<file path="src/rtl/pri_irq_ctrl8_pkg.sv">
// Shared constants, state type and helpers for the pri_irq_ctrl8 interrupt controller.
package pri_irq_ctrl8_pkg;

    // Number of request lines and width of the encoded index.
    localparam int IRQ_N      = 8;
    localparam int IRQ_CODE_W = 3;

    // Presentation state: IDLE waits for an eligible request, PRESENT holds a grant
    // on the output until the consumer accepts it.
    typedef enum logic [0:0] {
        IDLE    = 1'b0,
        PRESENT = 1'b1
    } irq_state_e;

    // One-hot expansion of a request index, used to build the pending-clear vector.
    function automatic logic [IRQ_N-1:0] onehot8(input logic [IRQ_CODE_W-1:0] code);
        logic [IRQ_N-1:0] v;
        v       = '0;
        v[code] = 1'b1;
        return v;
    endfunction

endpackage

</file>
<file path="src/rtl/pri_irq_ctrl8_prienc.sv">
// PriorityEncode8: 8-input priority encoder, highest set index wins.
// code is the index of the highest set input bit; z is 1 when no input bit is set
// (code is 0 in that case).
module PriorityEncode8 (
    input  logic [7:0] in,
    output logic [2:0] code,
    output logic       z
);

    // Scan upward so the highest set bit is the last assignment and wins.
    always_comb begin
        code = 3'd0;
        z    = 1'b1;
        for (int i = 0; i < 8; i++) begin
            if (in[i]) begin
                code = 3'(i);
                z    = 1'b0;
            end
        end
    end

endmodule

</file>
<file path="src/rtl/pri_irq_ctrl8.sv">
// pri_irq_ctrl8: captures eight request lines into a pending register, arbitrates
// the masked pending set through PriorityEncode8 and presents the winning index
// over a valid/ready handshake, clearing the serviced pending bit on acceptance.
//
// Handshake: irq_valid/irq_code form the producer side. Once irq_valid is high,
// irq_code is frozen and irq_valid stays high until a clock edge where irq_ready
// is also high; that edge is the transfer. irq_valid is never withdrawn without a
// transfer except by reset. After a transfer the controller spends one cycle in
// IDLE before it can present again, so the peak rate is one grant per two cycles.
module pri_irq_ctrl8
    import pri_irq_ctrl8_pkg::*;
#(
    parameter bit EDGE_MODE = 1'b1,
    parameter int CNT_W     = 8
) (
    input  logic                  clk,
    input  logic                  reset,
    input  logic [IRQ_N-1:0]      req,
    input  logic [IRQ_N-1:0]      mask,
    output logic                  irq_valid,
    output logic [IRQ_CODE_W-1:0] irq_code,
    input  logic                  irq_ready,
    output logic [IRQ_N-1:0]      pending,
    output logic                  pending_none,
    output logic [CNT_W-1:0]      grant_count,
    output logic [0:0]            dbg_state
);

    // State encodings kept as plain constants so the state register is a simple vector.
    localparam logic [0:0] ST_IDLE    = IDLE;
    localparam logic [0:0] ST_PRESENT = PRESENT;

    // Registered state and next-state values.
    logic [IRQ_N-1:0]      req_q;
    logic [IRQ_N-1:0]      pending_q,  pending_d;
    logic [IRQ_CODE_W-1:0] code_q,     code_d;
    logic [0:0]            state_q,    state_d;
    logic [CNT_W-1:0]      cnt_q,      cnt_d;

    // Combinational helpers.
    logic [IRQ_N-1:0]      set_v;
    logic [IRQ_N-1:0]      clr_v;
    logic [IRQ_N-1:0]      eligible;
    logic [IRQ_CODE_W-1:0] enc_code;
    logic                  enc_z;
    logic                  accept;

    // Only unmasked pending lines take part in arbitration; masked ones just accumulate.
    assign eligible = pending_q & mask;

    PriorityEncode8 u_enc (
        .in   (eligible),
        .code (enc_code),
        .z    (enc_z)
    );

    // Transfer happens on any edge where the grant is shown and the consumer is ready.
    assign accept = (state_q == ST_PRESENT) && irq_ready;

    // Request capture: edge mode sets on a 0->1 transition, level mode while high.
    // A set on the same bit as a clear wins, so a fresh request is never lost.
    always_comb begin
        set_v     = EDGE_MODE ? (req & ~req_q) : req;
        clr_v     = accept ? onehot8(code_q) : '0;
        pending_d = (pending_q & ~clr_v) | set_v;
    end

    // Presentation FSM: latch the winner when idle, hold it frozen until accepted.
    always_comb begin
        state_d = state_q;
        code_d  = code_q;
        cnt_d   = cnt_q;
        case (state_q)
            ST_IDLE: begin
                if (!enc_z) begin
                    code_d  = enc_code;
                    state_d = ST_PRESENT;
                end
            end
            ST_PRESENT: begin
                if (irq_ready) begin
                    cnt_d   = cnt_q + CNT_W'(1);
                    state_d = ST_IDLE;
                end
            end
            default: begin
                state_d = ST_IDLE;
            end
        endcase
    end

    // State registers; reset clears everything so a request held through reset
    // release shows up as a rising edge on the first clock.
    always_ff @(posedge clk or posedge reset) begin
        if (reset) begin
            req_q     <= '0;
            pending_q <= '0;
            code_q    <= '0;
            state_q   <= ST_IDLE;
            cnt_q     <= '0;
        end else begin
            req_q     <= req;
            pending_q <= pending_d;
            code_q    <= code_d;
            state_q   <= state_d;
            cnt_q     <= cnt_d;
        end
    end

    assign irq_valid    = (state_q == ST_PRESENT);
    assign irq_code     = code_q;
    assign pending      = pending_q;
    assign pending_none = enc_z;
    assign grant_count  = cnt_q;
    assign dbg_state    = state_q;

endmodule

</file>
<file path="config.mk">
export PLATFORM = sky130hd
export DESIGN_NAME = pri_irq_ctrl8
export DESIGN_NICKNAME = d
export VERILOG_FILES = /design/src/rtl/pri_irq_ctrl8_pkg.sv /design/src/rtl/pri_irq_ctrl8_prienc.sv /design/src/rtl/pri_irq_ctrl8.sv
export SDC_FILE = /design/constraint.sdc
export NUM_CORES = 1
export LEC_CHECK = 0
export ABC_CLOCK_PERIOD_IN_PS = 1600
export BUFFER_PORTS_ARGS = -buffer_cell sky130_fd_sc_hd__buf_2
export CAP_MARGIN = 20
export CORE_ASPECT_RATIO = 0.7
export CORE_UTILIZATION = 48
export CTS_CLUSTER_DIAMETER = 60
export DETAILED_ROUTE_END_ITERATION = 6
export PLACE_DENSITY = 0.77
export SYNTH_ARGS = -nofsm -noshare
export SYNTH_HDL_FRONTEND = slang
export SYNTH_HIERARCHICAL = 1
export SYNTH_SLANG_ARGS = --single-unit
</file>
<file path="constraint.sdc">
create_clock -name clk -period 1.6 [get_ports clk]
set_input_delay 0.32 -clock clk [delete_from_list [all_inputs] [get_ports clk]]
set_output_delay 0.32 -clock clk [all_outputs]
set_load 0.005 [all_outputs]
</file>
==> results of run 1 <==
-- power groups by stage --
stage | registers, mW | clock network (mW) | logic [mW]
CTS | 1.03 | 0.354 | 0.697
finish | 1.03 | 0.343 | 0.734
floorplan | 1.02 | 0 | 0.295
global placement | 1.03 | 0 | 0.561
global route | 1.05 | 0.382 | 0.807
detailed placement | 1.04 | 0 | 0.585
-- through the flow --
step / total power [mW] / setup TNS, ns / hold WS (ns) / area, um2 / worst slack, ns
2_1_floorplan: 1.32 / 0 / 0.351 / 1170 / 0.0109
3_3_place_gp: 1.59 / -0.303 / 0.392 / 1450 / -0.0825
3_5_place_dp: 1.63 / -0.458 / 0.403 / 1450 / -0.119
4_1_cts: 2.08 / -0.409 / 0.0296 / 1580 / -0.210
5_1_grt: 2.24 / -0.626 / 0.0433 / 1600 / -0.335
6_report: 2.11 / -0.349 / 0.0241 / 1600 / -0.234
-- layer usage --
metal | share of wire, % | vias to the layer above
met5 | 0 | -
met4 | 0.97 | 0
met3 | 4.7 | 4
met2 | 47 | 33
met1 | 47 | 465
li1 | - | 459
-- how the worst min path moves through the flow --
| stage | to | startpoint | cells after the start |
|---|---|---|---|
| 2_1_floorplan | req_q[0] | req[0] | 0 |
| 3_3_place_gp | req_q[4] | reset | 3 |
| 3_5_place_dp | req_q[0] | reset | 3 |
| 4_1_cts | grant_count[1] | reset | 3 |
| 5_1_grt | grant_count[1] | reset | 3 |
| 6_report | grant_count[1] | reset | 3 |
-- sequential cells by signal, indices dropped and copies added (netlist names) --
register     cells
grant_count      8
pending          8
req_q            8
irq_code         3
dbg_state        1
-- synth_stat cells, types with 2 or more instances --
master,instances
sky130_fd_sc_hd__o31ai_1,4
sky130_fd_sc_hd__buf_4,2
sky130_fd_sc_hd__dfrtp_1,28
sky130_fd_sc_hd__nor2_1,3
sky130_fd_sc_hd__and2_1,8
sky130_fd_sc_hd__nand2b_1,2
sky130_fd_sc_hd__inv_1,11
sky130_fd_sc_hd__xnor2_1,6
sky130_fd_sc_hd__nand4_1,3
sky130_fd_sc_hd__mux2_2,4
sky130_fd_sc_hd__o21ai_0,13
sky130_fd_sc_hd__nand3_1,3
sky130_fd_sc_hd__nor2_2,2
sky130_fd_sc_hd__a21oi_1,2
sky130_fd_sc_hd__nand2_1,3
-- cell type report --
| type | instances | area [um2] | area share (%) |
|---|---|---|---|
| Clock buffer | 4 | 36.3 | 2.27 |
| Tap cell | 32 | 40.0 | 2.50 |
| Multi-Input combinational cell | 62 | 463 | 28.9 |
| Inverter | 11 | 41.3 | 2.58 |
| Sequential cell | 28 | 701 | 43.7 |
| Timing Repair Buffer | 55 | 320 | 20.0 |
-- repair_timing --
action / 4_1_cts / 5_1_grt
buffers inserted: 9 / 4
cloned: 0 / 0
resized for setup: 6 / 6
hold endpoints to repair: 0 / 0
pin swaps: 3 / 0
setup endpoints to repair: 4 / 4
-- worst max-delay path, cell delays in order, from the launching register on --
cell	delay (ns)
sky130_fd_sc_hd__dfrtp_1	0.43
sky130_fd_sc_hd__and2_4	0.16
sky130_fd_sc_hd__nor2_4	0.10
sky130_fd_sc_hd__nand2_2	0.08
sky130_fd_sc_hd__nor4b_4	0.26
sky130_fd_sc_hd__buf_2	0.16
-- kinds of logic after synthesis --
group	Yosys count	synth area share [%]
compound gates	20	9.38
mux	5	4.69
flops	28	59.7
fa+ha+maj	1	1.07
simple gates	29	15.1
buf+inv	13	4.80
xor+xnor	7	5.22
==> results_dict.tcl, run 1 <==
set metrics [dict create \
    routed-via-count 961 \
    final_min_period_over_clock_period_pct 115 \
    status "complete, but fails checks" \
    internal_power_mw 1.41 \
    place.port_buffers 40 \
    antenna_violations_before_repair 0 \
    failed_checks "negative setup slack" \
    worst_setup_path_category "reg -> out" \
    netlist.top_cell.by_area "sky130_fd_sc_hd__dfrtp_1" \
    layout.cells.most_common "sky130_fd_sc_hd__buf_2" \
    setup_viol 4 \
    pwr-share-clk_pct 16.3 \
    detail_route.drc_violations 0 \
    tritoncts.num_buffers 3 \
    unrepaired_setup_endpoints_after_global_routing "true" \
    r2r-start "pending[6]" \
    cts_tree "built" \
    timing.critical_path.from "pending[6]" \
    synth_area_mm2 0.00117 \
    filler_cell_count 179 \
    ios 41 \
    worstHoldPathType "in -> async" \
    ys_seq_area_share_pct 59.7 \
    core_region_area_mm2 0.00222 \
    layout-drive-gt1-share_pct 45.6 \
    die_ar_mm2 0.00265 \
    synth_cells 103 \
    worst-path-max-fanout 3 \
    insertedDiodeCount 0 \
    slew_headroom_pct 75.9 \
    fin_worst_skew_ns 0.00687 \
    worst-endpoint-required_ns 1.28 \
    placement_rows 14 \
    final_antenna_violating_net_count 0 \
    synthArstFlopShare_pct 100 \
    drt_iter0_drcs 26 \
    avgSynthCellArea_um2 11.4 \
    grt_pass1_wl_um 4230 \
    gr-max-usage-layer "met2" \
    dpl.cell_count 180 \
    leading_cell_types_in_the_layout_fill_and_taps_excluded "sky130_fd_sc_hd__buf_2 (40), sky130_fd_sc_hd__dfrtp_1 (28), sky130_fd_sc_hd__o21ai_0 (13), sky130_fd_sc_hd__buf_4 (13), sky130_fd_sc_hd__inv_1 (11)" \
    finalHoldViolations 0 \
    dr.pass1.iters 6 \
    startpoint_type "register" \
    worstSetupEndpointType "output pin" \
    power-per-cell-area_mw_per_mm2 1320 \
    grt_pass1_vias 901 \
    yosys.area.top_type_share_pct 59.7 \
    worst-r2r-cell-count 7 \
    clk_pin_slew_ns 0.15 \
    grt.met1_usage_pct 31.9 \
    globalRouteOverflowTotal 0 \
    pin_slew_with_the_least_headroom_to_its_limit_ns 0.362 \
    worst_ir_drop_vdd_v 0.000939 \
    synth.top_cells.by_area "sky130_fd_sc_hd__dfrtp_1 (60%), sky130_fd_sc_hd__o21ai_0 (5.5%), sky130_fd_sc_hd__xnor2_1 (4.5%)" \
    max_cap_viol_count 0 \
    global_route.usage.met3_pct 6.57 \
    period_minus_slack_ns 1.83 \
    area_growth_synth_to_finish_pct 36.5 \
    drt_wl_total_um 2680 \
    cts_hold_repair.buffers 0 \
    layout.nets 181 \
    via_per_inst 5.01 \
    synth-warning-count 6 \
    worst_ep_arrival_time_ns 1.51 \
    report.final.slew_viol_count 0 \
    cts_root_buffer "sky130_fd_sc_hd__clkbuf_4" \
    globalRouteMet2Util_pct 35.0 \
    critical_path.reg2reg.endpoint "irq_code[1]" \
    clock_sinks 28 \
    start_util_pct 52.8 \
    die_x_um 61.1 \
    power_frac_seq_pct 48.9 \
    clock_latency_ns 0.32 \
    wl_per_cell_um 14.0 \
    layout_setup_ws_ns -0.234 \
    fin_util_pct 72.0 \
    yosys_register_bits 28 \
    synth_ff_type "sky130_fd_sc_hd__dfrtp_1" \
    globalRouteTotalUtil_pct 22.6 \
    comb_power_share_pct 34.8 \
    finalWeightedCongestion 0.882 \
    ys_types 24 \
    die_h_um 43.4 \
    maximum_number_of_pins_on_one_net_before_global_route_repair 29 \
    worst_setup_ep "pending_none" \
    p_sw_mw 0.693 \
    postSynthNetCount 123 \
    fmaxAchievable_mhz 545 \
    worst-r2r-setup-slack_ns -0.06 \
    static-leakage-power_nw 0.769 \
    fin_cells 192 \
    cts-htree-levels 1 \
    switching_share_pct 32.9 \
    ctsLongestPathBuffers 2 \
    synth_enable_flop_cells 0 \
    detailed_place_hpwl_um 1820 \
]
No activity file was read; power rests on OpenSTA's default activity.
==> run 2: changes to the inputs <==
- CAP_MARGIN: 20 -> default
- CORE_UTILIZATION: 48 -> 31
- PLACE_DENSITY: 0.77 -> 0.54
==> run 2 against run 1 <==
Net effect:
- the flow still finishes with violations (negative setup slack)
- register-to-register slack better by 0.08 ns
- final cell count is 8.9% higher
- count of clock-buffer cells in the layout down 1
- clock skew fell by 0.0019 ns
- critical endpoint unchanged
==> results_dict.tcl, run 2 (synthesis results as in run 1) <==
set metrics [dict create \
    period_minus_slack_ns 1.72 \
    tritoncts.num_buffers 3 \
    finalHoldViolations 0 \
    cts_tree "built" \
    detail_route.drc_violations 0 \
    start_util_pct 32.8 \
    die_x_um 75.5 \
    global_route.usage.met3_pct 4.38 \
    grt.met1_usage_pct 19.7 \
    worstSetupEndpointType "output pin" \
    drt_iter0_drcs 19 \
    cp_cell_sequence "and2_4 -> nor2_4 -> nand2_2 -> nor4b_4 -> buf_2" \
    gr-max-usage-layer "met2" \
    placed_area_mm2 0.00148 \
    worstHoldPathType "in -> async" \
    antenna_violations_before_repair 0 \
    design_power_total_mw 2.08 \
    final_min_period_over_clock_period_pct 107 \
    maximum_number_of_pins_on_one_net_before_global_route_repair 29 \
    insertedDiodeCount 0 \
    place.port_buffers 40 \
    layout-drive-gt1-share_pct 45.3 \
    finalWeightedCongestion 0.747 \
    multi_input_comb_area_um2 443 \
    status "complete, but fails checks" \
    pin_slew_with_the_least_headroom_to_its_limit_ns 0.355 \
    dp_worst_setup_slack_ns -0.103 \
    power-per-cell-area_mw_per_mm2 1300 \
    fin_hold_ws_ns 0.0961 \
    unrepaired_setup_endpoints_after_global_routing "true" \
    timing.critical_path.slowest_stage_cell "sky130_fd_sc_hd__dfrtp_1" \
    die_h_um 53.5 \
    core_region_area_mm2 0.00358 \
    fin_util_pct 44.7 \
    filler_cell_count 370 \
    clk_pin_slew_ns 0.09 \
    layout.area.seq_um2 701 \
    clock_sinks 28 \
    cts-htree-levels 1 \
    top_cell_family_by_delay_on_the_critical_path "simple AND/OR/NAND/NOR gates" \
    layout.cells.most_common "sky130_fd_sc_hd__buf_2" \
    layout.nets 181 \
    layout_setup_ws_ns -0.116 \
    static-leakage-power_nw 0.758 \
    fin_worst_skew_ns 0.00499 \
    drt_wl_total_um 2590 \
    worst_ir_drop_vdd_v 0.000440 \
    clock_latency_ns 0.27 \
    final_antenna_violating_net_count 0 \
    failed_checks "negative setup slack" \
    worst_stage_delay_on_the_critical_path_ns 0.39 \
    slew_headroom_pct 76.3 \
    detailed_place_hpwl_um 1950 \
    ios 41 \
    startpoint_type "register" \
    report.final.slew_viol_count 0 \
    worst_setup_path_category "reg -> out" \
    routed-via-count 930 \
    worst-path-max-fanout 2 \
    worst_ep_arrival_time_ns 1.40 \
    cp_num_buf_inv 1 \
    setup_viol 1 \
    fmaxAchievable_mhz 583 \
    globalRouteOverflowTotal 0 \
    placement_rows 18 \
    dr.pass1.iters 4 \
    max_cap_viol_count 0 \
    worst-endpoint-required_ns 1.28 \
    leading_cell_types_in_the_layout_fill_and_taps_excluded "sky130_fd_sc_hd__buf_2 (40), sky130_fd_sc_hd__dfrtp_1 (28), sky130_fd_sc_hd__buf_4 (15), sky130_fd_sc_hd__o21ai_0 (13), sky130_fd_sc_hd__inv_1 (11)" \
    cts_root_buffer "sky130_fd_sc_hd__clkbuf_8" \
    globalRouteTotalUtil_pct 14.8 \
    grt_pass1_vias 951 \
    ctsLongestPathBuffers 2 \
    area_growth_synth_to_finish_pct 36.5 \
    cts_hold_repair.buffers 0 \
    grt_pass1_wl_um 4290 \
    wl_per_cell_um 12.4 \
    via_per_inst 4.45 \
    die_ar_mm2 0.00404 \
    globalRouteMet2Util_pct 23.8 \
    final_cell_area_mm2 0.00160 \
]
==> run 2: cell types whose count changed in the layout (fill, tap and decap cells not counted) <==
| cell | previous run | this run |
|---|---|---|
| sky130_fd_sc_hd__buf_6 | 2 | 0 |
| sky130_fd_sc_hd__nor2_2 | 1 | 3 |
| sky130_fd_sc_hd__mux2_4 | 1 | 0 |
| sky130_fd_sc_hd__o31ai_4 | 1 | 0 |
| sky130_fd_sc_hd__nor2_4 | 2 | 1 |
| sky130_fd_sc_hd__o31ai_1 | 3 | 4 |
| sky130_fd_sc_hd__nor2_1 | 2 | 1 |
| sky130_fd_sc_hd__mux2_2 | 3 | 4 |
| sky130_fd_sc_hd__buf_4 | 13 | 15 |
| sky130_fd_sc_hd__clkbuf_4 | 3 | 0 |
| sky130_fd_sc_hd__clkbuf_8 | 1 | 3 |
==> run 2: report_power, final <==
part,internal [mW],switching (mW)
logic,0.394,0.286
clock network,0.169,0.203
registers,0.861,0.168
total,1.42,0.657
==> run 2: through the flow <==
stage | cells | TNS, ns
3_3_place_gp | 199 | -0.300
4_1_cts | 207 | -0.127
2_1_floorplan | 103 | 0
6_report | 209 | -0.116
5_1_grt | 209 | -0.313
3_5_place_dp | 199 | -0.386
==> run 2: worst register-to-register path, cell delays in order (launching register included) <==
cell and delay [ns]:
sky130_fd_sc_hd__dfrtp_1 0.39, sky130_fd_sc_hd__and2_4 0.15, sky130_fd_sc_hd__nor2_4 0.11, sky130_fd_sc_hd__nand2_2 0.08
sky130_fd_sc_hd__nor4b_4 0.24, sky130_fd_sc_hd__buf_4 0.16, sky130_fd_sc_hd__nor2_2 0.05, sky130_fd_sc_hd__mux2_2 0.29
==> run 2: worst paths after layout <==
path	start	end	slack (ns)	depth (start not counted)
max in group asynchronous	reset	grant_count[6]	1.24	3
hold / removal	reset	req_q[0]	0.1	3
setup / recovery	pending[7]	pending_none	-0.12	5
hold reg to reg	req_q[1]	pending[1]	0.41	1
setup reg to reg	pending[7]	irq_code[2]	0.02	7
min in group clk	req[2]	req_q[2]	0.16	1
==> run 2: area by class of cell <==
cell class,count,share of cell area [%]
well taps,50,3.91
inverters,11,2.58
clock buffers,3,2.58
flip-flops and latches,28,43.7
multi-input cells,62,27.7
repair buffers,55,19.5
==> run 2: routing by layer <==
layer	wire length, um	vias to the layer above	share of wire [%]
met2	1200	22	46
li1	-	460	-
met1	1270	446	49
met4	7	0	0.27
met5	0	-	0
met3	112	2	4.3
==> run 2: repair_timing <==
action	4_1_cts	5_1_grt
gates resized for setup	6	1
endpoints found under the setup margin	4	4
endpoints found under the hold margin	0	0
setup buffers	5	2
pin swaps	4	0
